<file path="src/rtl/sram_ctrl_pkg.sv">
// Types shared by the memory-port endpoints: request/transaction structs and
// the response-kind tag carried down the SRAM latency pipe.
package sram_ctrl_pkg;

  localparam int MADDR_W = 32;
  localparam int MDATA_W = 32;

  typedef enum logic [1:0] {RK_READ, RK_WRITE, RK_ERR} resp_kind_e;

  typedef struct packed {
    logic [MADDR_W-1:0]   addr;
    logic                 we;
    logic [MDATA_W-1:0]   data;
    logic [MDATA_W/8-1:0] be;
  } mreq_t;

  typedef struct packed {
    logic       vld;
    resp_kind_e kind;
  } mtrans_t;

endpackage

</file>
<file path="src/rtl/sync_fifo.sv">
// Synchronous FIFO, registered storage, combinational head. Pointers run
// modulo 2*DEPTH so full and empty are distinguishable for any DEPTH.
module sync_fifo #(
  parameter int WIDTH = 32,
  parameter int DEPTH = 4,
  localparam int PW = $clog2(DEPTH) + 1,
  localparam int IW = (DEPTH > 1) ? $clog2(DEPTH) : 1
) (
  input  logic             clk,
  input  logic             rst,
  input  logic             push,
  input  logic [WIDTH-1:0] push_data,
  input  logic             pop,
  output logic [WIDTH-1:0] pop_data,
  output logic             full,
  output logic             empty,
  output logic [PW-1:0]    count
);

  logic [WIDTH-1:0] mem [DEPTH];
  logic [PW-1:0]    wptr, rptr;
  logic             do_push, do_pop;

  function automatic logic [PW-1:0] inc(input logic [PW-1:0] p);
    return (p == PW'(2*DEPTH-1)) ? '0 : p + 1'b1;
  endfunction

  function automatic logic [IW-1:0] idx(input logic [PW-1:0] p);
    return (p >= PW'(DEPTH)) ? IW'(p - PW'(DEPTH)) : IW'(p);
  endfunction

  always_comb begin
    if (wptr >= rptr) count = wptr - rptr;
    else              count = wptr + PW'(2*DEPTH) - rptr;
  end

  assign empty    = (wptr == rptr);
  assign full     = (count == PW'(DEPTH));
  // a pop in the same cycle frees the slot, so a push into a full FIFO is legal then
  assign do_push  = push && (!full || pop);
  assign do_pop   = pop && !empty;
  assign pop_data = mem[idx(rptr)];

  always_ff @(posedge clk) begin
    if (rst) begin
      wptr <= '0;
      rptr <= '0;
    end else begin
      if (do_push) wptr <= inc(wptr);
      if (do_pop)  rptr <= inc(rptr);
    end
  end

  always_ff @(posedge clk) begin
    if (do_push) mem[idx(wptr)] <= push_data;
  end

endmodule

</file>
<file path="src/rtl/sram_ctrl.sv">
// Flat memory-port endpoint onto a single-port synchronous SRAM. Credits cover
// the latency pipe plus the response FIFO, so responses can be backpressured.
module sram_ctrl
  import sram_ctrl_pkg::*;
#(
  parameter int                  ADDR_WIDTH = 32,
  parameter int                  DATA_WIDTH = 32,
  parameter int                  SRAM_AW    = 16,
  parameter logic [ADDR_WIDTH-1:0] BASE_ADDR = 'h80000000,
  parameter int                  RD_LATENCY = 1,
  parameter int                  RESP_DEPTH = 4
) (
  input  logic                    clk,
  input  logic                    rst,
  input  logic [ADDR_WIDTH-1:0]   mem_req_addr,
  input  logic                    mem_req_we,
  input  logic [DATA_WIDTH-1:0]   mem_req_data,
  input  logic [DATA_WIDTH/8-1:0] mem_req_be,
  input  logic                    mem_req_valid,
  output logic                    mem_req_ready,
  output logic [DATA_WIDTH-1:0]   mem_resp_data,
  output logic                    mem_resp_valid,
  input  logic                    mem_resp_ready,
  output logic                    sram_ce,
  output logic                    sram_we,
  output logic [SRAM_AW-1:0]      sram_addr,
  output logic [DATA_WIDTH/8-1:0] sram_be,
  output logic [DATA_WIDTH-1:0]   sram_wdata,
  input  logic [DATA_WIDTH-1:0]   sram_rdata,
  output logic                    bus_err
);

  localparam int AW1 = ADDR_WIDTH + 1;
  localparam int FW  = $clog2(RESP_DEPTH) + 1;
  localparam int CW  = $clog2(RESP_DEPTH + RD_LATENCY + 1) + 1;
  localparam logic [AW1-1:0] SPAN = AW1'(1) << (SRAM_AW + 2);

  logic                  acc, in_range;
  logic [ADDR_WIDTH-1:0] off;
  resp_kind_e            kind0;
  logic [RD_LATENCY:1]   vld_pipe;
  resp_kind_e            kind_pipe [1:RD_LATENCY];
  logic [CW-1:0]         inflight, outstanding;
  logic [DATA_WIDTH-1:0] push_word, fifo_head;
  logic                  fifo_full, fifo_empty;
  logic [FW-1:0]         fifo_count;

  // request side: SRAM is driven combinationally in the accept cycle
  assign off      = mem_req_addr - BASE_ADDR;
  assign in_range = (mem_req_addr >= BASE_ADDR) && ({1'b0, off} < SPAN);
  assign acc      = mem_req_valid && mem_req_ready;

  assign sram_ce    = acc && in_range;
  assign sram_we    = acc && mem_req_we;
  assign sram_addr  = off[SRAM_AW+1:2];
  assign sram_be    = mem_req_we ? mem_req_be : '1;
  assign sram_wdata = mem_req_data;
  assign bus_err    = acc && !in_range;

  always_comb begin
    kind0 = RK_READ;
    if (!in_range)       kind0 = RK_ERR;
    else if (mem_req_we) kind0 = RK_WRITE;
  end

  always_ff @(posedge clk) begin
    if (rst) begin
      vld_pipe <= '0;
    end else begin
      vld_pipe[1] <= acc;
      for (int i = 2; i <= RD_LATENCY; i++) vld_pipe[i] <= vld_pipe[i-1];
    end
  end

  always_ff @(posedge clk) begin
    kind_pipe[1] <= kind0;
    for (int i = 2; i <= RD_LATENCY; i++) kind_pipe[i] <= kind_pipe[i-1];
  end

  always_comb begin
    case (kind_pipe[RD_LATENCY])
      RK_READ:  push_word = sram_rdata;
      RK_WRITE: push_word = '0;
      default:  push_word = '1;
    endcase
  end

  // credits: everything accepted but not yet popped by the core
  always_comb begin
    inflight = '0;
    for (int i = 1; i <= RD_LATENCY; i++) inflight = inflight + CW'(vld_pipe[i]);
  end

  assign outstanding   = inflight + CW'(fifo_count);
  assign mem_req_ready = !rst && !fifo_full && (outstanding < CW'(RESP_DEPTH));

  sync_fifo #(.WIDTH(DATA_WIDTH), .DEPTH(RESP_DEPTH)) u_resp_fifo (
    .clk       (clk),
    .rst       (rst),
    .push      (vld_pipe[RD_LATENCY]),
    .push_data (push_word),
    .pop       (mem_resp_valid && mem_resp_ready),
    .pop_data  (fifo_head),
    .full      (fifo_full),
    .empty     (fifo_empty),
    .count     (fifo_count)
  );

  assign mem_resp_valid = !fifo_empty;
  assign mem_resp_data  = fifo_empty ? '0 : fifo_head;

endmodule

</file>
<file path="config.mk">
export PLATFORM = sky130hd
export DESIGN_NAME = sram_ctrl
export DESIGN_NICKNAME = d
export VERILOG_FILES = /design/src/rtl/sram_ctrl_pkg.sv /design/src/rtl/sync_fifo.sv /design/src/rtl/sram_ctrl.sv
export SDC_FILE = /design/constraint.sdc
export NUM_CORES = 1
export LEC_CHECK = 0
export BUFFER_PORTS_ARGS = -buffer_cell sky130_fd_sc_hd__buf_2
export CAP_MARGIN = 5
export CELL_PAD_IN_SITES_DETAIL_PLACEMENT = 0
export CELL_PAD_IN_SITES_GLOBAL_PLACEMENT = 2
export CORE_MARGIN = 5
export CORE_UTILIZATION = 32
export CTS_CLUSTER_SIZE = 14
export DETAILED_ROUTE_END_ITERATION = 8
export GPL_TIMING_DRIVEN = 1
export PLACE_DENSITY = 0.82
export SKIP_LAST_GASP = 1
export SLEW_MARGIN = 40
export SYNTH_ARGS = -nofsm -noshare
export SYNTH_HDL_FRONTEND = slang
export SYNTH_SLANG_ARGS = --single-unit
</file>
<file path="constraint.sdc">
create_clock -name clk -period 2.4 [get_ports clk]
set_input_delay 0.36 -clock clk [delete_from_list [all_inputs] [get_ports clk]]
set_output_delay 0.36 -clock clk [all_outputs]
set_load 0.01 [all_outputs]
</file>
# Word level (Yosys, flattened, before mapping)
# Memory sizes are Yosys's and may differ from the RTL's.
# Cells that the tools add are included.
# W data, S select, Z words.
[word_totals]
regBits = 7
ramBits = 130
in_bits = 105
out_inout_bits = 89
elab_cells = 49
n_memories = 2
[classes]
add_sub_neg = 7
magnitude_cmp = 5
n_eq_ne = 5
muxes = 11
reduce_logical = 16
[memory_table]
columns = ["name", "words", "width", "read_ports", "rd_ports_with_merged_regs", "write_ports", "line", "rtl"]
rows = [
  ["u_resp_fifo.mem", 4, 32, 1, 0, 1, "sync_fifo.sv:20", "logic [WIDTH-1:0] mem [DEPTH];"],
  ["kind_pipe", 1, 2, 1, 0, 1, "sram_ctrl.sv:42", "resp_kind_e kind_pipe [1:RD_LATENCY];"],
]
[ops]
columns = ["cell", "count"]
rows = [
  ["$pmux W32 S2", 1],
  ["$ge A32 B32 Y1 const B", 1],
  ["$lt A32 B19 Y1 const B", 1],
  ["$mux W32", 1],
  ["$sub A32 B32 Y32 const B", 1],
  ["$logic_and A1 B1 Y1", 10],
  ["$eq A3 B3 Y1 const B", 3],
  ["$add A3 B1 Y3 const B", 2],
  ["$ge A3 B3 Y1 const B", 2],
  ["$mux W2", 3],
  ["$mux W3", 2],
  ["$add A1 B3 Y4", 1],
  ["$logic_not A1 Y1", 4],
  ["$lt A4 B3 Y1 const B", 1],
  ["$mux W4", 1],
  ["$sub A2 B1 Y2 const B", 2],
  ["$eq A3 B3 Y1", 1],
  ["$mux W1", 3],
  ["$sub A3 B3 Y3", 1],
  ["$eq A2 B1 Y1 const B", 1],
  ["$logic_not A2 Y1", 1],
  ["$logic_or A1 B1 Y1", 1],
]

# Depth between registers and ports, before layout
# Gate-level depths: netlist of run 1.
[depth]
word_depth = 7
mapped_depth = 7
mapped_depth_nobuf = 7

# Hierarchy
# From an unflattened synthesis of run 1, not the netlist that was laid out.
[unflattened]
hier_cells = 364
hier_area_um2 = 6174.7
[by_module_without_submodules]
columns = ["mod", "instances", "cells_per_inst", "area_per_inst_um2", "seq_area_each_um2"]
rows = [
  ["sync_fifo", 1, 218, 5111.2, 4003.8],
  ["sram_ctrl", 1, 146, 1063.5, 60.1],
]

# Worst setup path before layout of run 1
# Ideal clock, no wire load.
[synth_timing]
path_kind = "reg2out"
start = "register u_resp_fifo.wptr[0]"
end = "output sram_ce"
t_arrival_ns = 2.027
required_ns = 2.040
path_slack_ns = 0.013
path_stages_with_launch = 8
n_path_buf = 0
path_cell_list = "dfxtp_1 inv_1 ha_1 fa_1 xor3_2 a211oi_1 nand2_1 nor2_1"
[synth_via]
elab_chain_len = 7
word_cells_on_any_way = 9
cone_classes = "add/sub: 2; order compare: 1; eq/ne: 1; reduce/logical: 5"
[synth_rtl]
columns = ["element", "line", "rtl"]
rows = [
  ["from (decl)", "sync_fifo.sv:21", "logic [PW-1:0] wptr, rptr;"],
  ["from (signal assigned)", "sync_fifo.sv:49", "if (do_push) wptr <= inc(wptr);"],
  ["$sub A3 B3 Y3 *", "sync_fifo.sv:33, sync_fifo.sv:34", ""],
  ["parallel branches: the longest is 3 deep, another holds $add A1 B3 Y4", "-", ""],
  ["$logic_and A1 B1 Y1 *", "sram_ctrl.sv:95", "assign mem_req_ready = !rst && !fifo_full && (outstanding < CW'(RESP_DEPTH));"],
  ["net mem_req_ready", "sram_ctrl.sv:20", "output logic mem_req_ready,"],
  ["$logic_and A1 B1 Y1 *", "sram_ctrl.sv:51", "assign acc = mem_req_valid && mem_req_ready;"],
  ["$logic_and A1 B1 Y1 *", "sram_ctrl.sv:53", "assign sram_ce = acc && in_range;"],
  ["to (decl)", "sram_ctrl.sv:24", "output logic sram_ce,"],
]
# Mark *: on every way through the listed nets, which the timed path passes.

# Worst setup path in the final report of run 1
[layout_timing]
start = "register u_resp_fifo.wptr[0]"
end = "output bus_err"
[layout_via]
elab_chain_len = 7
word_cells_on_any_way = 9
cone_classes = "add/sub: 2; order compare: 1; eq/ne: 1; reduce/logical: 5"
[layout_rtl]
columns = ["element", "line", "rtl"]
rows = [
  ["$sub A3 B3 Y3 *", "sync_fifo.sv:33, sync_fifo.sv:34", ""],
  ["parallel branches: the longest is 3 deep, another holds $add A1 B3 Y4", "-", ""],
  ["$logic_and A1 B1 Y1 *", "sram_ctrl.sv:95", ""],
  ["$logic_and A1 B1 Y1 *", "sram_ctrl.sv:51", ""],
  ["$logic_and A1 B1 Y1 *", "sram_ctrl.sv:58", "assign bus_err = acc && !in_range;"],
  ["to (decl)", "sram_ctrl.sv:30", "output logic bus_err"],
]
# Every way passes the cells marked *.

==> flow_summary_export.csv, run 1 <==
group,metric,value,unit
synth,asyncSetResetFlopFracSynth,0,
grt,maximum_number_of_pins_on_one_net_before_global_route_repair,33,
finish,ant_cells,0,
floorplanning,dieArea,22040,sq um
synth,synth_edf_count,128,
setup_path,worstPathRequired,2.04,ns
sta,finalSetupViolCount,4,
worst_hold_path,hold_class,"in2reg",
grt,track_usage,0.1132,
setup_path,timing_worst_setup_path_type,"reg2out",
finish,layout-area-overhead-vs-synth,19.91,%
grt,grt_antenna_before_repair,0,
floorplanning,std_cell_rows,50,
routing,num_vias,3141,
routing,firstDrtPassIters,4,
worst_hold_path,min_path_cells,3,
synth,post_synth.cell_area_avg,16.99,sq um
clock_network,cts_tree,"done",
synth,synth_top_cell_area_share,0.6267,
placed_design,gp_congestion,0.7218,
synth,synth_nets,476,
job,max_cap_viol_count,0,
setup_path,timing.reg2reg.setup_slack,0.24,ns
sta,finalHoldViolCount,0,
outcome,failed_checks,"setup timing",
setup_path,timing.critical_path.slowest_stage_cell,"sky130_fd_sc_hd__fa_2",
synth,ys_ff_latch,139,
finish,drive_gt1_frac,0.4482,
sta,finalWorstPathRequiredPeriod,2.529,ns
sta,post-route-worst-setup-slack,-0.1292,ns
setup_path,cp.arrival,2.17,ns
routing,drt_first_iter_violations,149,
synth,post_synth_top_flop,"sky130_fd_sc_hd__edfxtp_1",
power,worst_ir_drop_vdd,0.5293,mV
synth,synth_common_cells,"sky130_fd_sc_hd__edfxtp_1 (128), sky130_fd_sc_hd__buf_4 (48), sky130_fd_sc_hd__a21o_1 (32), sky130_fd_sc_hd__mux4_2 (32), sky130_fd_sc_hd__nor2b_1 (32)",
setup_path,max_stage_delay,0.54,ns
finish,final_net_count,546,
setup_path,timing.critical_path.max_delay_family,"adder cells",
sta,hold_ws,0.2175,ns
sta,layout_worst_path_cycle_share,1.054,
grt,global_route_wire_length_before_repair,18.69,mm
floorplanning,die_width,148.4,um
setup_path,worstReg2RegEnd,"u_resp_fifo.mem[0][5]$_DFFE_PP_",
finish,final_area,7355,sq um
clock_network,max_root_sink_buffers,2,
synth,most_used_standard_cell_by_instance_count_after_synthesis,"sky130_fd_sc_hd__edfxtp_1",
clock_network,clkTransAtPathRegs,0.06,ns
worst_hold_path,startpoint_of_the_tightest_hold_check_path,"mem_req_addr[22]",
outcome,run_status,"finished, violations left",
placed_design,placement.cell_area,6705,sq um
routing,wl,11.91,mm
setup_path,timing.rr.start,"u_resp_fifo.wptr[0]$_SDFFE_PP0P_",
sta,fmax,0.3954,GHz
setup_path,crit_path_start_kind,"flip-flop",
worst_hold_path,whs_endpoint,"kind_pipe[1][1]$_DFF_P_",
synth,ys_seq_area_frac,0.6626,
floorplanning,fp.coreArea,18770,sq um
synth,post_synth_num_cell_types,30,
setup_path,r2r.worst_path.cells,8,
clock_network,cts.hold.buffers_added,0,
clock_network,insertion_delay,0.41,ns
setup_path,setup.worst_path.end_class,"output pin",
power,p_per_area,872.7,nW/um^2
placed_design,place_hpwl,7.860,mm
routing,post_drt_wl_per_cell,17.57,um
synth,synth_warn,0,
finish,core_utilization_of_the_finished_layout,0.3919,
clock_network,cts.root.buffer_cell,"sky130_fd_sc_hd__clkbuf_16",
sta,least_margin_pin_slew,0.6744,ns
sta,unrepaired_setup_endpoints_after_global_routing,"yes",
setup_path,worstPathCellList,"inv_2 > ha_4 > fa_2 > nor2_2 > a211oi_2 > buf_4 > and3_1 > buf_2",
placed_design,numPortBuffers,95,
setup_path,critical_path.max_fanout,3,
synth,syn_area,6133,sq um
synth,synth_top_cell_by_area,"sky130_fd_sc_hd__edfxtp_1",
routing,routed_via_density,4.633,
clock_network,htree_num_levels,4,
grt,first_global_vias,3504,
floorplanning,floorplan.initialDensity,0.3268,
sta,timing.clock.skew,0.005930,ns
sta,slew_headroom,0.5498,
routing,detail-route-antenna-nets,0,
clock_network,cts_buffers,17,
power,leakage,2.105,nW
clock_network,cts.sinks,139,
sta,timing.final.max_slew_violations,0,
setup_path,worstPathBufferInverterCount,3,
floorplanning,floorplan.io_pins,194,
synth,syn_inst,361,
floorplanning,die_height,148.4,um
synth,post_synth_main_area_contributors,"sky130_fd_sc_hd__edfxtp_1 (63%), sky130_fd_sc_hd__mux4_2 (12%), sky130_fd_sc_hd__buf_4 (5.9%)",
grt,overall_overflow_remaining_after_global_route,0,
routing,drc_errors,0,
stage by stage:
stage | std cells | setup TNS, ns | total power (W) | setup slack (ns)
after detailed placement | 644 | 0 | 0.003920 | 0.07274
final | 678 | -0.4251 | 0.006418 | -0.1292
after floorplan | 361 | 0 | 0.003434 | 0.01335
after CTS | 676 | -0.6095 | 0.006507 | -0.1923
after global placement | 644 | 0 | 0.003912 | 0.08481
after global routing | 678 | -0.7939 | 0.006716 | -0.2261
worst max path at each step:
| stage | from | to | cells past startpoint |
|---|---|---|---|
| global placement | u_resp_fifo.wptr[0]$_SDFFE_PP0P_ | sram_ce | 9 |
| finish | u_resp_fifo.wptr[0]$_SDFFE_PP0P_ | bus_err | 8 |
| detailed placement | u_resp_fifo.wptr[0]$_SDFFE_PP0P_ | sram_ce | 9 |
| floorplan | u_resp_fifo.wptr[0]$_SDFFE_PP0P_ | sram_ce | 7 |
| global route | u_resp_fifo.wptr[0]$_SDFFE_PP0P_ | sram_ce | 9 |
| CTS | u_resp_fifo.wptr[0]$_SDFFE_PP0P_ | sram_ce | 9 |
cells by family (layout without fill, tap and decap cells):
kind of cell             Yosys count  in the layout  synth area share
flip-flops                       139            139            0.6626
adder cells (fa/ha/maj)           10             10           0.02162
buffers and inverters             73            156           0.07507
XOR/XNOR                           2              2          0.005508
multiplexers                      38             38            0.1281
AND/OR/NAND/NOR                   64             64           0.06079
AO/OA/AOI/OAI                     35             35           0.04631
layer usage:
layer  share of wire  GRT usage  vias to the layer above
met5               0          0                        -
met4           0.020    0.04758                        0
met3           0.071    0.04631                       32
met2            0.50     0.1855                      100
met1            0.41     0.1319                     1550
li1                -          -                     1459
where the power goes:
group,total (W),internal (W),switching [W]
registers,0.00270,0.00266,0.0000403
clock network,0.00254,0.00163,0.000918
logic,0.00117,0.000527,0.000645
total,0.00642,0.00481,0.00160
worst min-delay path, cell delays in order:
cell                      delay, ns
sky130_fd_sc_hd__buf_2         0.08
sky130_fd_sc_hd__nor2_1        0.03
sky130_fd_sc_hd__nand4_1       0.12
cell type report:
class | count | area (sq um)
Multi-Input combinational cell | 149 | 1648
Fill cell | 1752 | 11410
Inverter | 8 | 30.03
Clock buffer | 20 | 436.7
Sequential cell | 139 | 4073
Tap cell | 234 | 292.8
Clock inverter | 12 | 147.6
Timing Repair Buffer | 116 | 726.9
cells in the final DEF, fill, tap and decap left out, types with 2 or more instances in the layout:
master                        n
sky130_fd_sc_hd__clkinv_4     3
sky130_fd_sc_hd__mux2i_1      5
sky130_fd_sc_hd__clkinv_1     2
sky130_fd_sc_hd__bufinv_16    3
sky130_fd_sc_hd__clkbuf_16   17
sky130_fd_sc_hd__inv_1        6
sky130_fd_sc_hd__edfxtp_1   128
sky130_fd_sc_hd__buf_2       94
sky130_fd_sc_hd__buf_12       7
sky130_fd_sc_hd__and2_2       4
sky130_fd_sc_hd__buf_4       14
sky130_fd_sc_hd__dfxtp_1      6
sky130_fd_sc_hd__nor2_1      10
sky130_fd_sc_hd__nor2b_1     29
sky130_fd_sc_hd__a21o_1      32
sky130_fd_sc_hd__nor2b_2      3
sky130_fd_sc_hd__clkinv_2     3
sky130_fd_sc_hd__dfxtp_2      4
sky130_fd_sc_hd__ha_1         8
sky130_fd_sc_hd__nor4_1       2
sky130_fd_sc_hd__clkbuf_1     3
sky130_fd_sc_hd__inv_2        2
sky130_fd_sc_hd__nand2b_1     7
sky130_fd_sc_hd__mux4_2      32
flip-flops by register name, indices dropped and copies added, names as in the netlist, named ones only:
signal / count
u_resp_fifo.wptr: 3
vld_pipe: 1
kind_pipe: 2
u_resp_fifo.rptr: 3
u_resp_fifo.mem: 128
what timing repair did:
| item | 4_1_cts | 5_1_grt |
|---|---|---|
| endpoints found under the setup margin | 16 | 14 |
| gates resized for setup | 10 | 6 |
| buffers inserted | 0 | 2 |
| pin swaps | 3 | 4 |
Power figures use the tool's default switching activity.
==> inputs of run 2 (changes only) <==
- CTS_BUF_LIST: not set -> sky130_fd_sc_hd__clkbuf_16
- HOLD_SLACK_MARGIN: not set -> 0.03
==> run 2 against run 1 <==
Compared with the run above: the flow still finishes with violations (setup timing); routed wire length about the same; sequential share of layout area unchanged; die area unchanged; first-iteration DRC count is 4.7% higher; maximum frequency stayed put; clock power about the same; hold slack is the same; via count grew 0.29%; core utilization is the same; cell count did not move; non-clock buffer count unchanged; sequential power is essentially flat; critical endpoint unchanged; highest routed layer unchanged.
==> flow_summary_export.csv, run 2 (synthesis results as in run 1) <==
group,metric,value,unit
outcome,run_status,"finished, violations left",
routing,drt_first_iter_violations,156,
sta,slew_headroom,0.5485,
floorplanning,floorplan.io_pins,194,
grt,overall_overflow_remaining_after_global_route,0,
sta,timing.final.max_slew_violations,0,
routing,wl,11.91,mm
power,leakage,2.118,nW
finish,num-fill-cells,1752,
clock_network,cts.sinks,139,
setup_path,cp.arrival,2.17,ns
clock_network,cts.hold.buffers_added,0,
placed_design,place_hpwl,7.860,mm
sta,timing.clock.skew,0.006441,ns
setup_path,timing_worst_setup_path_type,"reg2out",
routing,post_drt_wl_per_cell,17.56,um
power,worst_ir_drop_vdd,0.5294,mV
finish,layout-area-overhead-vs-synth,19.91,%
routing,drc_errors,0,
grt,grt_antenna_before_repair,0,
worst_hold_path,hold_class,"in2reg",
setup_path,crit_path_start_kind,"flip-flop",
clock_network,cts_tree,"done",
power,power,0.006407,W
sta,post-route-worst-setup-slack,-0.1292,ns
grt,global_route_wire_length_before_repair,18.69,mm
finish,reg_top3,"u_resp_fifo.mem: 128 flops, u_resp_fifo.rptr: 3 flops, u_resp_fifo.wptr: 3 flops",
finish,final_net_count,546,
finish,largest_reg_flops,128,
sta,unrepaired_setup_endpoints_after_global_routing,"yes",
setup_path,timing.critical_path.slowest_stage_cell,"sky130_fd_sc_hd__fa_2",
power,p_per_area,871.1,nW/um^2
clock_network,max_root_sink_buffers,2,
clock_network,insertion_delay,0.41,ns
floorplanning,floorplan.initialDensity,0.3268,
setup_path,worst_setup_path_startpoint,"u_resp_fifo.wptr[0]$_SDFFE_PP0P_",
finish,most_common_cell_after_layout_fill_and_taps_aside,"sky130_fd_sc_hd__edfxtp_1",
job,max_cap_viol_count,0,
clock_network,cts.root.buffer_cell,"sky130_fd_sc_hd__clkbuf_16",
routing,detail-route-antenna-nets,0,
setup_path,worstPathRequired,2.04,ns
setup_path,worstPathCellList,"inv_2 > ha_4 > fa_2 > nor2_2 > a211oi_2 > buf_4 > and3_1 > buf_2",
finish,post_layout_nonfiller_instances,678,
sta,layout_worst_path_cycle_share,1.054,
clock_network,htree_num_levels,4,
sta,finalWorstPathRequiredPeriod,2.529,ns
setup_path,critical_path.max_fanout,3,
sta,finalSetupViolCount,4,
routing,num_vias,3150,
sta,fmax,0.3954,GHz
grt,track_usage,0.1132,
sta,finalHoldViolCount,0,
floorplanning,die_height,148.4,um
setup_path,timing.rr.start,"u_resp_fifo.wptr[0]$_SDFFE_PP0P_",
clock_network,clkTransAtPathRegs,0.06,ns
floorplanning,std_cell_rows,50,
floorplanning,fp.coreArea,18770,sq um
outcome,failed_checks,"setup timing",
setup_path,max_stage_delay,0.54,ns
grt,maximum_number_of_pins_on_one_net_before_global_route_repair,33,
finish,ant_cells,0,
worst_hold_path,startpoint_of_the_tightest_hold_check_path,"mem_req_addr[22]",
routing,routed_via_density,4.646,
finish,largest-register,"u_resp_fifo.mem",
finish,core_utilization_of_the_finished_layout,0.3919,
finish,drive_gt1_frac,0.4482,
placed_design,gp_congestion,0.7218,
floorplanning,dieArea,22040,sq um
setup_path,setup.worst_path.end_class,"output pin",
routing,firstDrtPassIters,4,
placed_design,numPortBuffers,95,
clock_network,cts_buffers,17,
placed_design,placedCellCount,644,
floorplanning,die_width,148.4,um
finish,layout_common_cells,"sky130_fd_sc_hd__edfxtp_1 (128), sky130_fd_sc_hd__buf_2 (94), sky130_fd_sc_hd__a21o_1 (32), sky130_fd_sc_hd__mux4_2 (32), sky130_fd_sc_hd__nor2b_1 (29)",
sta,least_margin_pin_slew,0.6763,ns
grt,first_global_vias,3504,
run 2: cell count changes in the layout (fill, tap and decap cells not counted):
cell                       before  now
sky130_fd_sc_hd__inv_1          6    9
sky130_fd_sc_hd__clkbuf_1       3    0
run 2: area by class of cell:
type                            instances  area (sq um)  area share
Inverter                                8         30.03    0.004083
Tap cell                              234         292.8     0.03981
Timing Repair Buffer                  116         726.9     0.09884
Clock inverter                         15         158.9     0.02161
Sequential cell                       139          4073      0.5538
Multi-Input combinational cell        149          1648      0.2241
Clock buffer                           17         425.4     0.05784
run 2: final timing paths:
check	to	slack [ns]	cells past startpoint
min reg2reg	u_resp_fifo.wptr[2]$_SDFFE_PP0P_	0.55	2
min	kind_pipe[1][1]$_DFF_P_	0.22	3
max	bus_err	-0.13	8
max reg2reg	u_resp_fifo.mem[0][5]$_DFFE_PP_	0.24	8
run 2: layer usage:
| layer | vias up | share of wire | GRT usage |
|---|---|---|---|
| met4 | 0 | 0.020 | 0.04758 |
| li1 | 1459 | - | - |
| met2 | 105 | 0.50 | 0.1855 |
| met1 | 1554 | 0.41 | 0.1319 |
| met3 | 32 | 0.070 | 0.04631 |
| met5 | - | 0 | 0 |
run 2: stage by stage:
step                      instance area [sq um]  TNS [ns]  hold WS [ns]  setup slack (ns)
after CTS                                  7320   -0.6095        0.1480           -0.1923
after global placement                     6705         0        0.5334           0.08481
after detailed placement                   6705         0        0.5448           0.07274
final                                      7355   -0.4251        0.2175           -0.1292
after global routing                       7355   -0.7939        0.2110           -0.2261
after floorplan                            6133         0        0.4897           0.01335
run 2: worst max-delay path, delay by kind of cell, from the launching register on:
| kind | cells | cell delay (ns) |
|---|---|---|
| flops | 1 | 0.33 |
| fa+ha+maj | 2 | 0.69 |
| simple gates | 2 | 0.18 |
| buf+inv | 3 | 0.34 |
| compound gates | 1 | 0.21 |
run 2: what timing repair did:
item | CTS | global route
pin swaps | 3 | 4
endpoints found under the setup margin | 16 | 14
gates cloned | 0 | 0
setup buffers | 0 | 2
resized for setup | 10 | 6
run 2: where the power goes:
| part | total, W | switching (W) | internal, W |
|---|---|---|---|
| Sequential | 0.00270 | 0.0000403 | 0.00266 |
| Combinational | 0.00117 | 0.000645 | 0.000527 |
| Clock | 0.00253 | 0.000920 | 0.00161 |
==> inputs of run 3 (changes only) <==
- CORE_ASPECT_RATIO: not set -> 1.25
- GPL_ROUTABILITY_DRIVEN: not set -> 1
==> run 3 against run 2 <==
Compared with the run above: the run still ends with setup timing left; clock-buffer cell count is the same; core utilization shrank 0.41 points; die area is essentially flat; sequential share of layout area grew 0.32 points; critical path type unchanged; critical endpoint is now sram_ce.
==> flow_summary_export.csv, run 3 (synthesis results as in run 1) <==
group,metric,value,unit
clock_network,cts.sinks,139,
clock_network,cts_tree,"done",
setup_path,crit_path_start_kind,"flip-flop",
routing,routed_via_density,4.723,
setup_path,worstReg2RegEnd,"u_resp_fifo.mem[1][13]$_DFFE_PP_",
floorplanning,floorplan.initialDensity,0.3254,
floorplanning,std_cell_rows,56,
routing,num_vias,3174,
finish,drive_gt1_frac,0.4523,
worst_hold_path,whs_endpoint,"vld_pipe$_SDFF_PP0_",
setup_path,cp.arrival,2.14,ns
sta,timing.final.max_slew_violations,0,
clock_network,cts.root.buffer_cell,"sky130_fd_sc_hd__clkbuf_16",
finish,final_area,7310,sq um
routing,wl,12.46,mm
setup_path,timing.reg2reg.setup_slack,0.28,ns
sta,finalHoldViolCount,0,
power,leakage,2.057,nW
finish,final-seq-area,4071,sq um
finish,num-fill-cells,1699,
worst_hold_path,min_path_cells,3,
job,max_cap_viol_count,0,
setup_path,critical_path.max_fanout,3,
grt,first_global_vias,3677,
sta,finalWorstPathRequiredPeriod,2.496,ns
placed_design,place_hpwl,8.264,mm
power,power.combinational.fraction,0.190,
routing,drt_first_iter_violations,121,
outcome,failed_checks,"setup timing",
routing,post_drt_wl_per_cell,18.54,um
routing,detail-route-antenna-nets,0,
setup_path,setup.worst_path.end_class,"output pin",
floorplanning,fp.coreArea,18850,sq um
finish,reg_top3,"u_resp_fifo.mem: 128 flops, u_resp_fifo.rptr: 3 flops, u_resp_fifo.wptr: 3 flops",
sta,timing.clock.skew,0.009212,ns
floorplanning,dieArea,22050,sq um
sta,least_margin_pin_slew,0.7530,ns
clock_network,cts_buffers,17,
power,p_int,0.004590,W
finish,largest-register,"u_resp_fifo.mem",
sta,finalSetupViolCount,3,
finish,core_utilization_of_the_finished_layout,0.3878,
grt,track_usage,0.1174,
outcome,run_status,"finished, violations left",
finish,layout_common_cells,"sky130_fd_sc_hd__edfxtp_1 (128), sky130_fd_sc_hd__buf_2 (95), sky130_fd_sc_hd__a21o_1 (32), sky130_fd_sc_hd__mux4_2 (32), sky130_fd_sc_hd__nor2b_1 (31)",
finish,layout-area-overhead-vs-synth,19.18,%
power,clockPowerShare,0.381,
sta,fmax,0.4006,GHz
worst_hold_path,hold_class,"in2reg",
placed_design,placement.cell_area,6699,sq um
clock_network,max_root_sink_buffers,2,
sta,layout_worst_path_cycle_share,1.040,
setup_path,worst_setup_path_startpoint,"u_resp_fifo.wptr[0]$_SDFFE_PP0P_",
grt,maximum_number_of_pins_on_one_net_before_global_route_repair,33,
finish,most_common_cell_after_layout_fill_and_taps_aside,"sky130_fd_sc_hd__edfxtp_1",
sta,unrepaired_setup_endpoints_after_global_routing,"yes",
setup_path,timing.rr.start,"u_resp_fifo.wptr[0]$_SDFFE_PP0P_",
power,worst_ir_drop_vdd,0.4830,mV
placed_design,numPortBuffers,95,
floorplanning,floorplan.io_pins,194,
grt,global_route_wire_length_before_repair,19.58,mm
finish,ant_cells,0,
clock_network,insertion_delay,0.41,ns
floorplanning,die_width,133.8,um
setup_path,worstPathRequired,2.04,ns
grt,grt_antenna_before_repair,0,
placed_design,gp_congestion,0.7078,
sta,slew_headroom,0.4980,
routing,drc_errors,0,
sta,totalNegativeSetupSlack,-0.2232,ns
floorplanning,die_height,164.8,um
power,p_per_area,855.0,nW/um^2
finish,area_of_the_multi_input_gates,1650,sq um
grt,overall_overflow_remaining_after_global_route,0,
worst_hold_path,startpoint_of_the_tightest_hold_check_path,"mem_req_valid",
clock_network,clkTransAtPathRegs,0.06,ns
power,switching_share,0.2655,
power,power.sequential.fraction,0.428,
finish,largest_reg_flops,128,
clock_network,htree_num_levels,4,
setup_path,timing_worst_setup_path_type,"reg2out",
finish,final_net_count,542,
power,p_sw,0.001660,W
sta,post-route-worst-setup-slack,-0.09626,ns
setup_path,r2r.worst_path.cells,8,
routing,firstDrtPassIters,4,
-- run 3: cell types whose count changed in the layout (fill, tap and decap cells not counted), sizes merged --
cell / delta
buf: -4
bufinv: -2
clkinv: -1
clkinvlp: +4
inv: -1
-- run 3: worst max-delay path: stages, from the launching register on --
cell	delay (ns)
sky130_fd_sc_hd__dfxtp_2	0.34
sky130_fd_sc_hd__inv_2	0.05
sky130_fd_sc_hd__ha_4	0.15
sky130_fd_sc_hd__fa_2	0.54
sky130_fd_sc_hd__nor2_2	0.05
sky130_fd_sc_hd__a211oi_4	0.25
sky130_fd_sc_hd__nand2_2	0.11
sky130_fd_sc_hd__nor2_2	0.09
sky130_fd_sc_hd__buf_2	0.14
-- run 3: power groups by stage --
stage / Sequential (W) / Clock [W] / Combinational [W]
after floorplan: 0.00272 / 0 / 0.000714
after global placement: 0.00272 / 0 / 0.00117
after detailed placement: 0.00272 / 0 / 0.00119
after CTS: 0.00267 / 0.00243 / 0.00122
after global routing: 0.00268 / 0.00254 / 0.00132
final: 0.00268 / 0.00238 / 0.00119
-- run 3: area by class of cell --
type	instances	area share
inverter	8	0.004108
timing repair buffer	112	0.09791
clock buffer	17	0.05820
tap	232	0.03971
sequential	139	0.5570
multi-input combinational	149	0.2258
clock inverter	15	0.01729
-- run 3: what timing repair did --
item	CTS	global route
hold buffers	0	0
endpoints found under the setup margin	4	24
pin swaps	4	3
cloned	0	0
setup buffers	1	1
resized for setup	8	6
-- run 3: through the flow --
| step | power (W) | hold WS (ns) | worst slack, ns | std cells |
|---|---|---|---|---|
| 4_1_cts | 0.006326 | 0.1775 | -0.2109 | 671 |
| 3_5_place_dp | 0.003911 | 0.5572 | 0.03197 | 638 |
| 3_3_place_gp | 0.003895 | 0.5360 | 0.09006 | 638 |
| 6_report | 0.006249 | 0.1869 | -0.09626 | 672 |
| 2_1_floorplan | 0.003434 | 0.4897 | 0.01335 | 361 |
| 5_1_grt | 0.006539 | 0.2044 | -0.2255 | 672 |
-- run 3: worst max path at each step --
stage / end
after floorplan: sram_ce
after global placement: sram_ce
after detailed placement: sram_ce
after CTS: sram_ce
after global routing: sram_we
final: sram_ce
-- run 3: routing by layer --
| layer | up-vias | wire [um] | part of all wire | GRT usage |
|---|---|---|---|---|
| li1 | 1445 | - | - | - |
| met4 | 0 | 218 | 0.017 | 0.04724 |
| met2 | 125 | 6595 | 0.53 | 0.2129 |
| met1 | 1576 | 4894 | 0.39 | 0.1270 |
| met5 | - | 0 | 0 | 0 |
| met3 | 28 | 752 | 0.060 | 0.03748 |
